`src/rtl/div_unit_pkg.sv`:
```
// ============================================================================
// Module : div_unit_pkg
// Desc   : Shared divider constants and FSM state encoding.
// Rev    : 1.0  initial release
// ============================================================================
`default_nettype none

package div_unit_pkg;

  typedef enum logic [1:0] {
    DIV_IDLE = 2'd0,
    DIV_RUN  = 2'd1,
    DIV_FIX  = 2'd2,
    DIV_DONE = 2'd3
  } div_state_t;

  localparam int DIV_ITER = 32;

endpackage

`default_nettype wire

```
`src/rtl/div_step.sv`:
```
// ============================================================================
// Module : div_step
// Desc   : One restoring shift-subtract iteration on unsigned magnitudes.
// Rev    : 1.0  initial release
// ============================================================================
`default_nettype none

module div_step #(
  parameter int WIDTH = 32
) (
  input  logic [WIDTH-1:0] rem_in,
  input  logic [WIDTH-1:0] quo_in,
  input  logic [WIDTH:0]   dvs,
  output logic [WIDTH-1:0] rem_out,
  output logic [WIDTH-1:0] quo_out
);

  logic [WIDTH:0] w_shift;
  logic [WIDTH:0] w_trial;

  // The partial remainder stays below |divisor| <= 2^(WIDTH-1), so WIDTH+1
  // bits hold both the shifted remainder and a valid sign for the trial.
  assign w_shift = {rem_in, quo_in[WIDTH-1]};
  assign w_trial = w_shift - dvs;

  assign rem_out = w_trial[WIDTH] ? w_shift[WIDTH-1:0] : w_trial[WIDTH-1:0];
  assign quo_out = {quo_in[WIDTH-2:0], ~w_trial[WIDTH]};

endmodule

`default_nettype wire

```
`src/rtl/div_unit.sv`:
```
// ============================================================================
// Module : div_unit
// Desc   : Multi-cycle signed divider (DIV): hi = remainder, lo = quotient.
// Rev    : 1.0  initial release
// ============================================================================
`default_nettype none

module div_unit
  import div_unit_pkg::*;
#(
  parameter int WIDTH = 32,
  parameter int CNT_W = 6
) (
  input  logic             clk,
  input  logic             reset,
  input  logic             start,
  input  logic [WIDTH-1:0] dividend,
  input  logic [WIDTH-1:0] divisor,
  output logic [WIDTH-1:0] hi,
  output logic [WIDTH-1:0] lo,
  output logic             busy,
  output logic             done,
  output logic             div_zero
);

  localparam logic [CNT_W-1:0] c_last = CNT_W'(DIV_ITER - 1);

  div_state_t       r_state, w_state_nxt;
  logic [CNT_W-1:0] r_cnt;
  logic [WIDTH-1:0] r_rem, r_quo;
  logic [WIDTH:0]   r_dvs;
  logic             r_sign_q, r_sign_r;
  logic [WIDTH-1:0] r_hi, r_lo;
  logic             r_div_zero;

  logic             w_accept, w_zero;
  logic [WIDTH:0]   w_ds_ext, w_ds_mag;
  logic [WIDTH-1:0] w_dd_mag;
  logic [WIDTH-1:0] w_rem_nxt, w_quo_nxt;

  assign w_accept = (r_state == DIV_IDLE) && start;
  assign w_zero   = (divisor == '0);

  // Unsigned WIDTH-bit negation of the most negative dividend yields 2^(WIDTH-1)
  // exactly; the divisor needs WIDTH+1 bits to be subtracted directly.
  assign w_dd_mag = dividend[WIDTH-1] ? (~dividend + WIDTH'(1)) : dividend;
  assign w_ds_ext = {divisor[WIDTH-1], divisor};
  assign w_ds_mag = divisor[WIDTH-1] ? (~w_ds_ext + (WIDTH+1)'(1)) : w_ds_ext;

  div_step #(.WIDTH(WIDTH)) u_step (
    .rem_in  (r_rem),
    .quo_in  (r_quo),
    .dvs     (r_dvs),
    .rem_out (w_rem_nxt),
    .quo_out (w_quo_nxt)
  );

  always_comb begin
    w_state_nxt = r_state;
    case (r_state)
      DIV_IDLE: if (start && !w_zero) w_state_nxt = DIV_RUN;
      DIV_RUN:  if (r_cnt == c_last)  w_state_nxt = DIV_FIX;
      DIV_FIX:  w_state_nxt = DIV_DONE;
      DIV_DONE: w_state_nxt = DIV_IDLE;
      default:  w_state_nxt = DIV_IDLE;
    endcase
  end

  always_ff @(posedge clk) begin
    if (reset) begin
      r_state    <= DIV_IDLE;
      r_cnt      <= '0;
      r_rem      <= '0;
      r_quo      <= '0;
      r_dvs      <= '0;
      r_sign_q   <= 1'b0;
      r_sign_r   <= 1'b0;
      r_hi       <= '0;
      r_lo       <= '0;
      r_div_zero <= 1'b0;
    end else begin
      r_state    <= w_state_nxt;
      r_div_zero <= w_accept && w_zero;
      if (w_accept && !w_zero) begin
        r_sign_q <= dividend[WIDTH-1] ^ divisor[WIDTH-1];
        r_sign_r <= dividend[WIDTH-1];
        r_quo    <= w_dd_mag;
        r_dvs    <= w_ds_mag;
        r_rem    <= '0;
        r_cnt    <= '0;
      end
      if (r_state == DIV_RUN) begin
        r_rem <= w_rem_nxt;
        r_quo <= w_quo_nxt;
        r_cnt <= r_cnt + CNT_W'(1);
      end
      // Truncating division: quotient sign from XOR, remainder follows dividend.
      if (r_state == DIV_FIX) begin
        r_lo <= r_sign_q ? (~r_quo + WIDTH'(1)) : r_quo;
        r_hi <= r_sign_r ? (~r_rem + WIDTH'(1)) : r_rem;
      end
    end
  end

  assign hi       = r_hi;
  assign lo       = r_lo;
  assign busy     = (r_state == DIV_RUN) || (r_state == DIV_FIX);
  assign done     = (r_state == DIV_DONE);
  assign div_zero = r_div_zero;

endmodule

`default_nettype wire
```
`config.mk`:
```
export PLATFORM = sky130hd
export DESIGN_NAME = div_unit
export DESIGN_NICKNAME = d
export VERILOG_FILES = /design/src/rtl/div_unit_pkg.sv /design/src/rtl/div_step.sv /design/src/rtl/div_unit.sv
export SDC_FILE = /design/constraint.sdc
export NUM_CORES = 1
export LEC_CHECK = 0
export BUFFER_PORTS_ARGS = -buffer_cell sky130_fd_sc_hd__buf_4
export CAP_MARGIN = 0
export CORE_MARGIN = 2
export CORE_UTILIZATION = 40
export CTS_CLUSTER_DIAMETER = 60
export DETAILED_ROUTE_END_ITERATION = 6
export SYNTH_ARGS = -nofsm -noshare
export SYNTH_HDL_FRONTEND = slang
export SYNTH_SLANG_ARGS = --single-unit
```
`constraint.sdc`:
```
create_clock -name clk -period 9.5 [get_ports clk]
set_clock_uncertainty 0.2 [all_clocks]
set_input_delay 0 -clock clk [delete_from_list [all_inputs] [get_ports clk]]
set_output_delay 0 -clock clk [all_outputs]
set_load 0.05 [all_outputs]
```
==> results of run 1 <==
==> worst paths after layout <==
path / end / slack, ns / cells past startpoint
setup reg to reg: r_rem[5] / 5.92 / 11
hold / removal: lo[31] / 0.27 / 2
setup / recovery: r_quo[31] / 5.72 / 12
hold reg to reg: lo[31] / 0.27 / 2
==> cells by family after synthesis <==
group                    Yosys count  share of synthesized area, %
buffers and inverters            138                          4.80
adder cells (fa/ha/maj)           42                          4.94
flip-flops                       172                          31.9
multiplexers                      24                          2.23
AND/OR/NAND/NOR                  440                          18.8
XOR/XNOR                         146                          11.9
AO/OA/AOI/OAI                    415                          25.4
==> flip-flops by register name (all words and copies together) (netlist names), 2 cells and up <==
register and flops:
r_dvs 33, hi 32, lo 32, r_quo 32
r_rem 32, r_cnt 6, r_state 2
==> report_power, final <==
| part | total, W | switching, W | internal [W] |
|---|---|---|---|
| logic | 0.00320 | 0.00196 | 0.00124 |
| clock network | 0.000706 | 0.000349 | 0.000357 |
| registers | 0.00128 | 0.000308 | 0.000974 |
| total | 0.00519 | 0.00261 | 0.00257 |
==> critical path, delay by kind of cell <==
| kind | cells | cell delay, ns |
|---|---|---|
| simple gates | 7 | 1.84 |
| buf+inv | 4 | 1.78 |
| compound gates | 1 | 0.21 |
==> layer usage <==
| layer | track usage [%] | share of wire (%) |
|---|---|---|
| met1 | 32.2 | 52 |
| met2 | 30.3 | 41 |
| met3 | 3.41 | 6.0 |
| met4 | 6.00 | 1.7 |
| met5 | 0 | 0 |
==> metrics by stage <==
step	total power, W	hold slack, ns
2_1_floorplan	0.00364	-0.0640
3_3_place_gp	0.00440	0.100
3_5_place_dp	0.00442	0.109
4_1_cts	0.00519	0.255
5_1_grt	0.00561	0.299
6_report	0.00519	0.273
==> placed cells by master, fill, tap and decap left out, drive strengths merged, types with 16 or more instances in the layout <==
master,instances
dlygate4sd3,108
xnor2,41
clkbuf,17
nand2,122
inv,61
nor3,18
mux2i,24
a21o,16
or4,19
a21oi,93
nand2b,18
o41ai,16
xor2,105
dfxtp,172
buf,140
o21ai,82
ha,41
a211oi,126
nor2,186
o31ai,37
==> cell type report <==
class,instances,area share (%)
clock inverter,15,1.23
timing repair buffer,248,15.6
clock buffer,17,3.12
tap,341,3.13
multi-input combinational,1067,50.2
inverter,52,1.43
sequential,172,25.2
==> repair_timing <==
item | in CTS | in global routing
endpoints found under the hold margin | 76 | 0
buffers inserted | 0 | 0
hold buffers | 108 | 0
==> results.py, run 1 <==
metrics = {
    "outcome": {
        "outcome": "completed",
    },
    "finish": {
        "finalNetCount": 1667,
        "drive_gt1_share_pct": 12.2,
        "multi_input_area_sq_mm": 0.00686,
        "final_util_pct": 51.1,
        "design_area_sq_mm": 0.0136,
        "area_growth_pct": 26.6,
        "diodes": 0,
        "layout.area.seq_sq_mm": 0.00344,
        "stdcell_count": 1912,
        "fillers": 2636,
    },
    "yosys": {
        "netlist_area_sq_mm": 0.0108,
        "netlist.area_leader.share_pct": 31.9,
        "syn_inst": 1377,
        "synth_edf_count": 0,
        "async_reset_ff_share_pct": 0,
        "synth_flop_cell": "dfxtp_1",
        "synth_area_leaders": "dfxtp_1, a211oi_1, xor2_1",
        "synth_most_common_cell": "nor2_1",
        "yosysSeqAreaShare_pct": 31.9,
        "syn_nets": 1486,
        "synth_warnings": 0,
        "ys_seq_elements": 172,
        "avgSynthCellArea_sq_um": 7.83,
        "yosys-top-cells-count": "nor2_1, dfxtp_1, a211oi_1",
        "ys_types": 56,
        "synth_top_cell_by_area": "dfxtp_1",
    },
    "sta": {
        "report.final.slew_viol_count": 0,
        "post-route-min-period_ns": 3.78,
        "hold_violations": 0,
        "setup_ws_ns": 5.72,
        "max_slew_margin_pct": 26.1,
        "fin_setup_tns_ns": 0,
        "setup_violations": 0,
        "tightest_slew_ns": 1.11,
        "clock.fmax_mhz": 264,
        "fin_crit_sh_pct": 39.8,
        "rsz0062_at_grt": "false",
    },
    "route": {
        "final_antenna_net_count": 0,
        "vias": 10300,
        "routedWlPerCell_microns": 15.7,
        "initialDrtViolationCount": 737,
        "drc": 0,
        "first_pass_iters": 5,
        "wirelength_microns": 30000,
        "vias_per_cell": 5.40,
    },
    "pwr": {
        "peakVddDrop_v": 0.000178,
        "leakagePower_nw": 5.42,
        "p_per_area_mw_per_mm2": 380,
    },
    "run": {
        "max_cap_viol_count": 0,
    },
    "placed_design": {
        "io_buffers": 133,
        "placed_cell_area_sq_mm": 0.0120,
        "gp_congestion": 0.897,
        "dpl.hpwl_microns": 21400,
        "dp.cells": 1772,
        "dp_slack_ns": 5.97,
    },
    "clock_tree": {
        "cts_root_buf": "clkbuf_16",
        "clockBufferDepth": 2,
        "htree_levels": 4,
        "clk_latency_ns": 0.44,
        "numCtsBuffers": 17,
        "cts_sinks": 172,
        "cts_resized": 0,
        "clkTransAtPathRegs_ns": 0.07,
        "cts_tree": "built",
    },
    "global_route": {
        "grt_pass1_vias": 9366,
        "antenna_found_initial": 0,
        "track_usage_pct": 21.1,
        "grt_start_max_net_pins": 94,
        "grt_remaining_overflow": 0,
        "grt_pass1_wl_microns": 48700,
    },
    "critical_path": {
        "reg2reg_from": "r_rem[12]",
        "max_stage_delay_ns": 0.59,
        "crit_slowest_cell": "dlygate4sd3_1",
        "crit_type": "in2reg",
        "crit_chain": "dlygate4sd3_1 -> buf_4 -> nor4_1 -> nand4_1 -> nor3_1 -> nand3b_1 -> nand3_2 -> buf_4 -> nor3_1 -> dlygate4sd3_1 -> a211oi_1 -> nor3_1",
        "critical_path_required_ns": 9.58,
        "crit_start": "divisor[5]",
        "critical_path.endpoint_type": "register",
        "worstPathArrival_ns": 3.87,
        "cpMostUsedCell": "nor3_1",
        "start_kind": "primary input",
        "worstPathMaxFanout": 59,
    },
    "die": {
        "die_w_microns": 168,
        "row_count": 60,
        "core_sq_mm": 0.0267,
        "die_area_sq_mm": 0.0283,
        "die_h_microns": 168,
        "ios": 134,
        "start_util_pct": 40.4,
    },
    "hold_path": {
        "hold_start": "lo[31]",
        "hp-class": "reg2reg",
    },
}
Power figures use the tool's default switching activity.
==> inputs of run 2 (changes only) <==
--- a/config.mk
+++ b/config.mk
@@ -5,6 +5,7 @@
 export SDC_FILE = /design/constraint.sdc
 export NUM_CORES = 1
 export LEC_CHECK = 0
+export ABC_AREA = 1
 export BUFFER_PORTS_ARGS = -buffer_cell sky130_fd_sc_hd__buf_4
 export CAP_MARGIN = 0
 export CORE_MARGIN = 2
==> constraint.sdc (replaced) <==
create_clock -name clk -period 3.8 [get_ports clk]
set_clock_uncertainty 0.2 [all_clocks]
set_input_delay 0 -clock clk [delete_from_list [all_inputs] [get_ports clk]]
set_output_delay 0 -clock clk [all_outputs]
set_load 0.05 [all_outputs]
==> results.py, run 2 <==
metrics = {
    "critical_path": {
        "cpMostUsedCell": "nand2_1",
        "crit_chain": "dlygate4sd3_1 -> buf_4 -> inv_1 -> ha_1 -> nand3_1 -> nor2_1 -> nand2_1 -> nor2_1 -> nand2_1 -> nand2_1 -> o21ai_1 -> inv_1 -> nand2_1 -> nand2_1 -> dlygate4sd3_1 -> nand3_1 -> dlygate4sd3_1 -> a21oi_1",
        "worstPathMaxFanout": 4,
        "max_stage_delay_ns": 0.60,
        "path_buf_inv": 6,
        "crit_type": "in2reg",
        "crit_family": "buffers and inverters",
        "crit_slowest_cell": "dlygate4sd3_1",
        "critical_path.endpoint_type": "register",
        "worstPathArrival_ns": 3.48,
        "start_kind": "primary input",
        "critical_path_required_ns": 3.95,
    },
    "sta": {
        "clock.fmax_mhz": 300,
        "fin_crit_sh_pct": 87.7,
        "setup_violations": 0,
        "tightest_slew_ns": 1.03,
        "setup_ws_ns": 0.469,
        "report.final.slew_viol_count": 0,
        "fin_setup_tns_ns": 0,
        "hold_violations": 0,
        "max_slew_margin_pct": 31.6,
        "rsz0062_at_grt": "false",
        "post-route-min-period_ns": 3.33,
    },
    "clock_tree": {
        "clkTransAtPathRegs_ns": 0.06,
        "htree_levels": 4,
        "cts_setup_buffers": 0,
        "clockBufferDepth": 2,
        "clk_latency_ns": 0.44,
        "cts_resized": 0,
        "cts_sinks": 172,
        "cts_root_buf": "clkbuf_16",
        "numCtsBuffers": 17,
        "cts_tree": "built",
    },
    "yosys": {
        "synth_warnings": 0,
        "syn_inst": 2062,
        "yosys-top-cells-count": "nand2_1, inv_1, nor2_1",
        "netlist_area_sq_mm": 0.0126,
        "syn_nets": 2171,
        "synth_edf_count": 0,
        "avgSynthCellArea_sq_um": 6.12,
        "synth_area_leaders": "dfxtp_1, nand2_1, inv_1",
        "async_reset_ff_share_pct": 0,
        "synth_most_common_cell": "nand2_1",
        "ys_types": 48,
        "synth_top_cell_by_area": "dfxtp_1",
        "netlist.area_leader.share_pct": 27.3,
        "synth_flop_cell": "dfxtp_1",
        "ys_seq_elements": 172,
        "yosysSeqAreaShare_pct": 27.3,
    },
    "route": {
        "vias": 13800,
        "final_antenna_net_count": 0,
        "wirelength_microns": 43800,
        "first_pass_iters": 7,
        "drc": 0,
        "routedWlPerCell_microns": 16.4,
        "initialDrtViolationCount": 1307,
        "vias_per_cell": 5.17,
    },
    "hold_path": {
        "hp-class": "in2reg",
    },
    "pwr": {
        "p_per_area_mw_per_mm2": 878,
        "peakVddDrop_v": 0.000552,
        "leakagePower_nw": 7.67,
        "finalPower_w": 0.0137,
    },
    "finish": {
        "final_cell_mix": "nand2_1, inv_1, nor2_1",
        "diodes": 0,
        "largest_register_ffs": 33,
        "area_growth_pct": 23.7,
        "layout_commonest_cell": "nand2_1",
        "largest-register": "r_dvs",
        "drive_gt1_share_pct": 10.3,
        "finalNetCount": 2371,
    },
    "die": {
        "start_util_pct": 40.3,
        "core_sq_mm": 0.0313,
        "die_w_microns": 182,
        "ios": 134,
        "die_area_sq_mm": 0.0330,
        "row_count": 65,
        "die_h_microns": 182,
    },
    "placed_design": {
        "gp_congestion": 0.939,
        "dp_slack_ns": 0.889,
        "io_buffers": 133,
        "dpl.hpwl_microns": 33200,
    },
    "outcome": {
        "outcome": "completed",
    },
    "global_route": {
        "antenna_found_initial": 0,
        "grt_start_max_net_pins": 117,
        "grt_pass1_wl_microns": 68600,
        "track_usage_pct": 26.3,
        "grt_pass1_vias": 12600,
        "grt_remaining_overflow": 0,
    },
    "run": {
        "max_cap_viol_count": 0,
    },
}
==> run 2: cell types whose count changed after synthesis, moves of 28 or more <==
cell | previous run | this run
xor2_1 | 105 | 54
a211oi_1 | 126 | 2
a21oi_1 | 93 | 151
o21ai_0 | 82 | 110
o31ai_1 | 34 | 4
nand3_1 | 13 | 148
nand2_1 | 122 | 546
inv_1 | 51 | 306
==> run 2: worst paths after layout <==
| check | slack (ns) | startpoint | cells past startpoint | end |
|---|---|---|---|---|
| setup reg to reg | 0.79 | r_state[1] | 10 | r_quo[31] |
| hold / removal | 0.03 | reset | 4 | r_dvs[32] |
| setup / recovery | 0.47 | dividend[1] | 18 | r_quo[28] |
| hold reg to reg | 0.27 | r_cnt[5] | 2 | r_cnt[5] |
==> run 2: layout make-up <==
class	instances	area, sq um
fillers	3206	15700
multi-input cells	1490	7620
flip-flops and latches	172	3440
repair buffers	256	2220
inverters	325	1220
well taps	402	503
clock buffers	19	433
clock inverters	13	165
==> run 2: metal layers <==
metal,up-vias,GRT usage (%),part of all wire [%]
li1,7014,-,-
met1,6327,37.8,48
met2,446,41.9,45
met3,48,3.41,5.5
met4,0,6.08,1.6
met5,-,0,0
==> run 2: logic make-up after synthesis <==
logic type               after synthesis  share of synthesized area [%]
AND/OR/NAND/NOR                     1005                           34.2
adder cells (fa/ha/maj)               42                           4.22
XOR/XNOR                              81                           5.62
buffers and inverters                400                           12.4
flip-flops                           172                           27.3
AO/OA/AOI/OAI                        362                           16.3
==> run 2: per-stage QoR <==
stage | cell area, sq um | std cells | hold WS (ns) | util [%]
5_1_grt | 15600 | 2677 | 0.0632 | 49.9
3_5_place_dp | 13900 | 2530 | 0.102 | 44.3
2_1_floorplan | 12600 | 2062 | -0.0478 | -
3_3_place_gp | 13900 | 2530 | 0.0921 | 44.3
4_1_cts | 15600 | 2677 | 0.0160 | 49.9
6_report | 15600 | 2677 | 0.0271 | 49.9
==> run 2: timing repair <==
action                                  4_1_cts  5_1_grt
endpoints found under the hold margin        69        0
hold buffers                                115        0
endpoints found under the setup margin        0        0
==> run 2: power by group <==
| group | internal, W | switching (W) |
|---|---|---|
| registers | 0.00230 | 0.000454 |
| clock network | 0.00104 | 0.000773 |
| logic | 0.00275 | 0.00639 |
==> run 2: worst min-delay path, cell delays in order <==
cell and delay, ns:
buf_4 0.09, inv_2 0.31, nand2_1 0.16, nor2_1 0.04
==> inputs of run 3 (changes only) <==
--- a/config.mk
+++ b/config.mk
@@ -12,6 +12,7 @@
 export CORE_UTILIZATION = 40
 export CTS_CLUSTER_DIAMETER = 60
 export DETAILED_ROUTE_END_ITERATION = 6
+export RECOVER_POWER = 50
 export SYNTH_ARGS = -nofsm -noshare
 export SYNTH_HDL_FRONTEND = slang
 export SYNTH_SLANG_ARGS = --single-unit
==> results.py, run 3 (synthesized netlist as in run 2, its figures left out) <==
metrics = {
    "clock_tree": {
        "cts_setup_buffers": 0,
        "cts_sinks": 172,
        "clkTransAtPathRegs_ns": 0.06,
        "cts_root_buf": "clkbuf_16",
        "numCtsBuffers": 17,
        "cts_resized": 0,
        "ctsHoldBuffers": 115,
        "cts_tree": "built",
        "clockBufferDepth": 2,
        "htree_levels": 4,
        "clk_latency_ns": 0.43,
    },
    "finish": {
        "drive_gt1_share_pct": 6.95,
        "final_cell_mix": "nand2_1, inv_1, nor2_1",
        "area_growth_pct": 21.4,
        "final_util_pct": 48.9,
        "largest_register_ffs": 33,
        "layout_commonest_cell": "nand2_1",
        "largest-register": "r_dvs",
        "diodes": 0,
        "finalNetCount": 2371,
    },
    "pwr": {
        "peakVddDrop_v": 0.000505,
        "leakagePower_nw": 7.38,
        "p_per_area_mw_per_mm2": 878,
        "finalPower_w": 0.0135,
    },
    "outcome": {
        "outcome": "finished with violations",
        "violations": "DRC",
    },
    "hold_path": {
        "holdPathStages": 4,
        "hp-class": "in2reg",
    },
    "die": {
        "core_sq_mm": 0.0313,
        "row_count": 65,
        "die_w_microns": 182,
        "start_util_pct": 40.3,
        "die_area_sq_mm": 0.0330,
        "die_h_microns": 182,
        "ios": 134,
    },
    "route": {
        "vias": 13900,
        "drc": 1,
        "first_pass_iters": 7,
        "initialDrtViolationCount": 1282,
        "vias_per_cell": 5.19,
        "routedWlPerCell_microns": 16.3,
        "final_antenna_net_count": 0,
        "wirelength_microns": 43800,
    },
    "placed_design": {
        "gp_congestion": 0.939,
        "dp_slack_ns": 0.889,
        "dpl.hpwl_microns": 33200,
        "io_buffers": 133,
    },
    "critical_path": {
        "critical_path_required_ns": 3.92,
        "cpMostUsedCell": "inv_1",
        "reg2regPathDepth": 5,
        "crit_chain": "dlygate4sd3_1 -> clkbuf_4 -> inv_1 -> ha_1 -> inv_1 -> nor3_1 -> inv_2 -> nor2_4 -> nand2_1 -> nor2_1 -> inv_1 -> nand2_8 -> inv_2 -> o21ai_0 -> a31oi_1 -> dlygate4sd3_1",
        "worstPathMaxFanout": 54,
        "critical_path.endpoint_type": "register",
        "crit_type": "in2reg",
        "crit_slowest_cell": "dlygate4sd3_1",
        "worstPathArrival_ns": 3.48,
        "max_stage_delay_ns": 0.59,
        "start_kind": "primary input",
    },
    "global_route": {
        "grt_pass1_vias": 12600,
        "grt_remaining_overflow": 0,
        "grt_start_max_net_pins": 117,
        "grt_pass1_wl_microns": 68600,
        "track_usage_pct": 26.3,
        "antenna_found_initial": 0,
    },
    "sta": {
        "fin_setup_tns_ns": 0,
        "tightest_slew_ns": 1.26,
        "rsz0062_at_grt": "false",
        "clock.fmax_mhz": 297,
        "fin_hold_ws_ns": 0.0248,
        "report.final.slew_viol_count": 0,
        "setup_ws_ns": 0.436,
        "max_slew_margin_pct": 15.9,
        "setup_violations": 0,
        "post-route-min-period_ns": 3.36,
        "fin_crit_sh_pct": 88.5,
        "hold_violations": 0,
    },
    "run": {
        "max_cap_viol_count": 0,
    },
}
run 3: final timing paths:
| path | to | slack, ns | startpoint |
|---|---|---|---|
| max | r_dvs[13] | 0.44 | divisor[0] |
| min | r_dvs[32] | 0.02 | reset |
| max reg2reg | hi[31] | 0.68 | r_sign_r |
| min reg2reg | r_cnt[5] | 0.27 | r_cnt[5] |
run 3: area by class of cell:
cell class	count	area, sq um
Clock inverter	13	165
Timing Repair Buffer	256	1970
Sequential cell	172	3440
Fill cell	3261	16000
Inverter	325	1220
Multi-Input combinational cell	1490	7590
Clock buffer	19	433
Tap cell	402	503
run 3: layer usage:
metal | up-vias | share of wire [%] | global-route usage, %
met3 | 57 | 5.5 | 3.41
met2 | 469 | 45 | 41.9
li1 | 7009 | - | -
met5 | - | 0 | 0
met1 | 6368 | 48 | 37.8
met4 | 0 | 1.7 | 6.08
run 3: through the flow:
step,instance area [sq um],cells
after floorplan,12600,2062
after global placement,13900,2530
after detailed placement,13900,2530
after CTS,15600,2677
after global routing,15300,2677
final,15300,2677
run 3: worst max-delay path, delay by kind of cell:
family	cells	cell delay, ns
buffers and inverters	8	1.96
AND/OR/NAND/NOR	5	1.00
AO/OA/AOI/OAI	2	0.34
adder cells (fa/ha/maj)	1	0.16
run 3: power by group:
group	leakage (nW)	internal (W)	switching, W
registers	1.41	0.00230	0.000444
clock network	0.292	0.00104	0.000760
logic	5.68	0.00254	0.00637
